<file path="config.mk">
export PLATFORM = sky130hd
export DESIGN_NAME = register_file_mp_flat
export DESIGN_NICKNAME = d
export VERILOG_FILES = /design/src/rtl/register_file_mp_if.sv /design/src/rtl/register_file_mp.sv /design/src/flat_wrapper.sv
export SDC_FILE = /design/constraint.sdc
export NUM_CORES = 2
export LEC_CHECK = 0
export CAP_MARGIN = 20
export CORE_AREA = 2 2 504 506
export DETAILED_ROUTE_END_ITERATION = 7
export DIE_AREA = 0 0 506 508
export DONT_BUFFER_PORTS = 1
export MAX_ROUTING_LAYER = met4
export PLACE_DENSITY = 0.49
export SYNTH_ARGS = -nofsm -noshare
export SYNTH_HDL_FRONTEND = slang
export SYNTH_SLANG_ARGS = --single-unit
</file>
<file path="constraint.sdc">
create_clock -name clk -period 3.4 [get_ports clk]
set_input_delay 0.51 -clock clk [delete_from_list [all_inputs] [get_ports clk]]
set_output_delay 0.51 -clock clk [all_outputs]
set_load 0.02 [all_outputs]
</file>
<file path="src/rtl/register_file_mp_if.sv">
// Bus bundle for register_file_mp: read ports, two write ports, reservation
// and collision flag. The master side sits in decode/writeback; the slave side is the file.
interface register_file_mp_if #(
  parameter int DATA_W = 32,
  parameter int ADDR_W = 5,
  parameter int N_RD   = 2
);
  logic [N_RD*ADDR_W-1:0] rd_addr;
  logic [N_RD*DATA_W-1:0] rd_data;
  logic [N_RD-1:0]        rd_busy;
  logic                   we0;
  logic [ADDR_W-1:0]      wa0;
  logic [DATA_W-1:0]      wd0;
  logic                   we1;
  logic [ADDR_W-1:0]      wa1;
  logic [DATA_W-1:0]      wd1;
  logic                   rsv_en;
  logic [ADDR_W-1:0]      rsv_addr;
  logic                   wr_collide;

  modport master (
    output rd_addr, we0, wa0, wd0, we1, wa1, wd1, rsv_en, rsv_addr,
    input  rd_data, rd_busy, wr_collide
  );

  modport slave (
    input  rd_addr, we0, wa0, wd0, we1, wa1, wd1, rsv_en, rsv_addr,
    output rd_data, rd_busy, wr_collide
  );
endinterface

</file>
<file path="src/rtl/register_file_mp.sv">
// Multi-port register file: N combinational reads, two prioritised writes,
// optional bypass and hardwired zero register, plus a per-register busy scoreboard.
module register_file_mp #(
  parameter int DATA_W   = 32,
  parameter int ADDR_W   = 5,
  parameter int N_RD     = 2,
  parameter int ZERO_REG = 1,
  parameter int BYPASS   = 1
) (
  input logic              clk,
  input logic              rst_n,
  register_file_mp_if.slave bus
);
  localparam int DEPTH = 2 ** ADDR_W;

  logic [DATA_W-1:0]      r_mem [DEPTH];
  logic [DEPTH-1:0]       r_busy;
  logic                   r_wr_collide;

  logic                   w_we0;
  logic                   w_we1;
  logic                   w_rsv;
  logic [DEPTH-1:0]       w_busy_nxt;
  logic [N_RD*DATA_W-1:0] w_rd_data;
  logic [N_RD-1:0]        w_rd_busy;

  // Writes and reservations aimed at the hardwired zero register are squashed here.
  assign w_we0 = bus.we0    && !(ZERO_REG != 0 && bus.wa0      == '0);
  assign w_we1 = bus.we1    && !(ZERO_REG != 0 && bus.wa1      == '0);
  assign w_rsv = bus.rsv_en && !(ZERO_REG != 0 && bus.rsv_addr == '0);

  // NOTE: every variable assigned in always_comb gets its default first, so no
  // path leaves it unassigned and no latch is inferred.
  always_comb begin
    w_busy_nxt = r_busy;
    if (w_we0) w_busy_nxt[bus.wa0] = 1'b0;
    if (w_we1) w_busy_nxt[bus.wa1] = 1'b0;
    if (w_rsv) w_busy_nxt[bus.rsv_addr] = 1'b1;
  end

  // NOTE: the array is reset, so it must map to flops rather than a RAM macro;
  // clearing every entry on reset is part of the contract, not a convenience.
  always_ff @(posedge clk) begin
    if (!rst_n) begin
      for (int i = 0; i < DEPTH; i++) r_mem[i] <= '0;
      r_busy       <= '0;
      r_wr_collide <= 1'b0;
    end else begin
      // NOTE: non-blocking assignments; when both ports hit one address the
      // later statement (port 1) wins, which is exactly the required priority.
      if (w_we0) r_mem[bus.wa0] <= bus.wd0;
      if (w_we1) r_mem[bus.wa1] <= bus.wd1;
      r_busy       <= w_busy_nxt;
      r_wr_collide <= bus.we0 && bus.we1 && (bus.wa0 == bus.wa1);
    end
  end

  always_comb begin
    w_rd_data = '0;
    w_rd_busy = '0;
    for (int p = 0; p < N_RD; p++) begin
      logic [ADDR_W-1:0] addr;
      addr = bus.rd_addr[p*ADDR_W +: ADDR_W];
      if (ZERO_REG != 0 && addr == '0) begin
        w_rd_data[p*DATA_W +: DATA_W] = '0;
        w_rd_busy[p]                  = 1'b0;
      end else if (BYPASS != 0 && rst_n) begin
        if (w_we1 && bus.wa1 == addr)
          w_rd_data[p*DATA_W +: DATA_W] = bus.wd1;
        else if (w_we0 && bus.wa0 == addr)
          w_rd_data[p*DATA_W +: DATA_W] = bus.wd0;
        else
          w_rd_data[p*DATA_W +: DATA_W] = r_mem[addr];
        w_rd_busy[p] = w_busy_nxt[addr];
      end else begin
        w_rd_data[p*DATA_W +: DATA_W] = r_mem[addr];
        w_rd_busy[p]                  = r_busy[addr];
      end
    end
  end

  assign bus.rd_data    = w_rd_data;
  assign bus.rd_busy    = w_rd_busy;
  assign bus.wr_collide = r_wr_collide;
endmodule
</file>
<file path="src/flat_wrapper.sv">
// flat-port wrapper written by rule: the top's interface ports become plain ports
module register_file_mp_flat 
#(
  parameter int DATA_W   = 32,
  parameter int ADDR_W   = 5,
  parameter int N_RD     = 2,
  parameter int ZERO_REG = 1,
  parameter int BYPASS   = 1
)
  (clk, rst_n, bus_rd_addr, bus_we0, bus_wa0, bus_wd0, bus_we1, bus_wa1, bus_wd1, bus_rsv_en, bus_rsv_addr, bus_rd_data, bus_rd_busy, bus_wr_collide);
  register_file_mp_if #(.DATA_W(DATA_W), .ADDR_W(ADDR_W), .N_RD(N_RD)) bus_i ();
  input logic clk;
  input logic rst_n;
  input wire logic [$bits(bus_i.rd_addr)-1:0] bus_rd_addr;
  input wire logic [$bits(bus_i.we0)-1:0] bus_we0;
  input wire logic [$bits(bus_i.wa0)-1:0] bus_wa0;
  input wire logic [$bits(bus_i.wd0)-1:0] bus_wd0;
  input wire logic [$bits(bus_i.we1)-1:0] bus_we1;
  input wire logic [$bits(bus_i.wa1)-1:0] bus_wa1;
  input wire logic [$bits(bus_i.wd1)-1:0] bus_wd1;
  input wire logic [$bits(bus_i.rsv_en)-1:0] bus_rsv_en;
  input wire logic [$bits(bus_i.rsv_addr)-1:0] bus_rsv_addr;
  output wire logic [$bits(bus_i.rd_data)-1:0] bus_rd_data;
  output wire logic [$bits(bus_i.rd_busy)-1:0] bus_rd_busy;
  output wire logic [$bits(bus_i.wr_collide)-1:0] bus_wr_collide;
  assign bus_i.rd_addr = bus_rd_addr;
  assign bus_i.we0 = bus_we0;
  assign bus_i.wa0 = bus_wa0;
  assign bus_i.wd0 = bus_wd0;
  assign bus_i.we1 = bus_we1;
  assign bus_i.wa1 = bus_wa1;
  assign bus_i.wd1 = bus_wd1;
  assign bus_i.rsv_en = bus_rsv_en;
  assign bus_i.rsv_addr = bus_rsv_addr;
  assign bus_rd_data = bus_i.rd_data;
  assign bus_rd_busy = bus_i.rd_busy;
  assign bus_wr_collide = bus_i.wr_collide;
  register_file_mp #(.DATA_W(DATA_W), .ADDR_W(ADDR_W), .N_RD(N_RD), .ZERO_REG(ZERO_REG), .BYPASS(BYPASS)) u_core (.clk(clk), .rst_n(rst_n), .bus(bus_i));
endmodule
</file>
==> impl_metrics.toml <==
[sta]
finalClockSkew_ns = 0
fin_crit_sh = 1.14
fmax_ghz = 0.257
worstMarginPinSlew_ns = 1.49
period_minus_slack_ns = 3.89
relSlewSlack = 0.00724
report.final.hold_viol_count = 0
setup_viol = 66
hold-worst-slack_ns = 0.0810
rsz0062_at_grt = "true"
slew_viol_final = 0
setup_ws_ns = -0.490

[worst_setup_path]
start_kind = "input port"
critPathKind = "input port to output pin"
reg2reg_to = "u_core.r_busy[9]"
critical_path.startpoint = "bus_rd_addr[0]"
reg2reg_depth = 3
worstSetupEndpoint = "bus_rd_data[5]"
end_kind = "output pin"
rrSetupSlack_ns = 2.37
worst-path-max-fanout = 283
worstPathRequired_ns = 2.89
worstReg2RegStart = "u_core.r_busy[9]"
arrival_ns = 3.38

[power]
ir_drop_uv = 392
leakage_nw = 24.4
finalPower_mw = 33.2
power_density_nw_per_um2 = 448

[clock_network]
clock_latency_ns = 0.76
cts_made_buffers = 113
clockBufferDepth = 3
cts_sinks = 1057
h-tree-depth = 3
ctsRootBufferMaster = "clkbuf_16"
clk_pin_slew_ns = 0.07
cts_tree = "yes"

[yosys]
ys.warnings.count = 0
synth_edf_count = 1024
synth_flop_cell = "edfxtp_1"
synthArstFlopShare = 0
synth_common_cells = "a22o_1, edfxtp_1, mux4_2"
yosysSeqAreaShare = 0.502
synth_top_cell_area_share = 0.492
synth.avg_cell_area_um2 = 15.2
post-synth-top-count-cell = "a22o_1"
synth_area_um2 = 62500
synthTopCellsByArea = "edfxtp_1, mux4_2, a22o_1"
syn_inst = 4112
synth_cell_type_count = 73
synth-seq-cells = 1057
yosysTopAreaCell = "edfxtp_1"

[floorplan]
row_count = 185
initial_core_util = 0.248
die_y_um = 508
io_pins = 161
core_area_um2 = 252000
die_area_um2 = 257000
die_w_um = 506

[place]
gp_congestion = 0.855
place_ws_ns = -0.543
io_buffers = 0
dp_hpwl_um = 158000

[routing]
via_count = 46300
drc = 0
antenna_left = 0
wl_per_cell_um = 39.2
viasPerCell = 6.19
firstDrtPassIters = 7
drtIter0Drc = 6595
wl_um = 293000

[grt]
grt_first_pass_wirelength_um = 395000
antenna_found_initial = 8
overflow = 0
grt_use_met1 = 0.290
grt_max_degree = 290
grt.total_usage = 0.227
met3_usage = 0.0692
grt.met2_usage = 0.338
first_global_vias = 44800
top_usage_layer = "met2"

[finish]
drive_gt1_frac = 0.368
area_growth_pct = 18.5
num-fill-cells = 25000
nNetsFinal = 4108

[run_status]
failed_checks = "setup timing"
status = "finished, violations left"

[min_path]
hold_start = "bus_wd0[31]"
hold_class = "input port to register"

[job]
drv_cap = 0
[logic make-up after synthesis]
group                  share of synthesized area
buffers and inverters                     0.0450
multiplexers                               0.252
AO/OA/AOI/OAI                              0.167
other                                  0.0000600
XOR/XNOR                                 0.00350
AND/OR/NAND/NOR                           0.0310
flip-flops                                 0.502
[report_power, final]
group / internal [mW] / total, mW / switching [mW]
Sequential: 15.1 / 15.5 / 0.389
Clock: 6.93 / 12.6 / 5.71
Combinational: 2.52 / 5.11 / 2.59
Total: 24.5 / 33.2 / 8.69
[cells in the final DEF (no fill, tap or decap), types with 32 or more instances in the layout]
cell	count
a22o_1	1053
edfxtp_1	1024
mux4_2	661
buf_4	249
clkbuf_16	118
buf_12	112
nand2_1	72
nor2_1	71
nor2_4	61
mux2_4	55
a22oi_2	49
dlygate4sd3_1	41
buf_6	35
conb_1	32
[routing by layer]
layer / vias to the layer above / part of all wire
met1: 24900 / 0.38
met3: 648 / 0.13
met5: - / 0
met4: 0 / 0.043
li1: 17300 / -
met2: 3407 / 0.45
[final cells by class]
type,instances,area [um^2],area share
Antenna cell,4,10.0,0.000135
Clock buffer,141,2980,0.0401
Clock inverter,66,594,0.00802
Inverter,6,32.5,0.000439
Multi-Input combinational cell,2393,29800,0.403
Sequential cell,1057,31400,0.424
Tap cell,3366,4210,0.0568
Timing Repair Buffer,443,5050,0.0681
[state kept, by name, indices dropped and copies added (netlist names)]
signal	cells
u_core.r_busy	32
u_core.r_mem	1024
u_core.bus.wr_collide	1
[critical path: stages]
cell     delay, ns
mux4_2        0.97
mux4_2        0.54
mux2_4        0.31
a22oi_2       0.13
nor2_1        0.06
buf_4         0.18
[worst min path at each step]
stage | end | slack, ns | depth (start not counted)
finish | u_core.r_mem[6][31] | 0.08 | 2
global route | u_core.r_busy[31] | 0.07 | 2
CTS | u_core.r_mem[6][31] | 0.01 | 2
detailed placement | u_core.r_busy[27] | 0.55 | 2
global placement | u_core.r_busy[27] | 0.54 | 2
floorplan | u_core.r_busy[2] | 0.50 | 2
[per-stage QoR]
step	instance area (um^2)	setup TNS, ns	util	std cells
floorplan	62700	0	-	4143
global placement	67900	-18.31	0.269	7164
detailed placement	67900	-17.60	0.269	7164
CTS	73700	-3.46	0.292	7458
global route	74100	-12.55	0.294	7475
finish	74100	-22.27	0.294	7476
[timing repair]
action,in CTS,in global routing
endpoints found under the hold margin,997,0
gates cloned,0,2
endpoints found under the setup margin,65,66
buffers inserted,0,10
hold buffers,102,0
pin swaps,36,37
resized for setup,162,51
No activity file was read; power rests on OpenSTA's default activity.
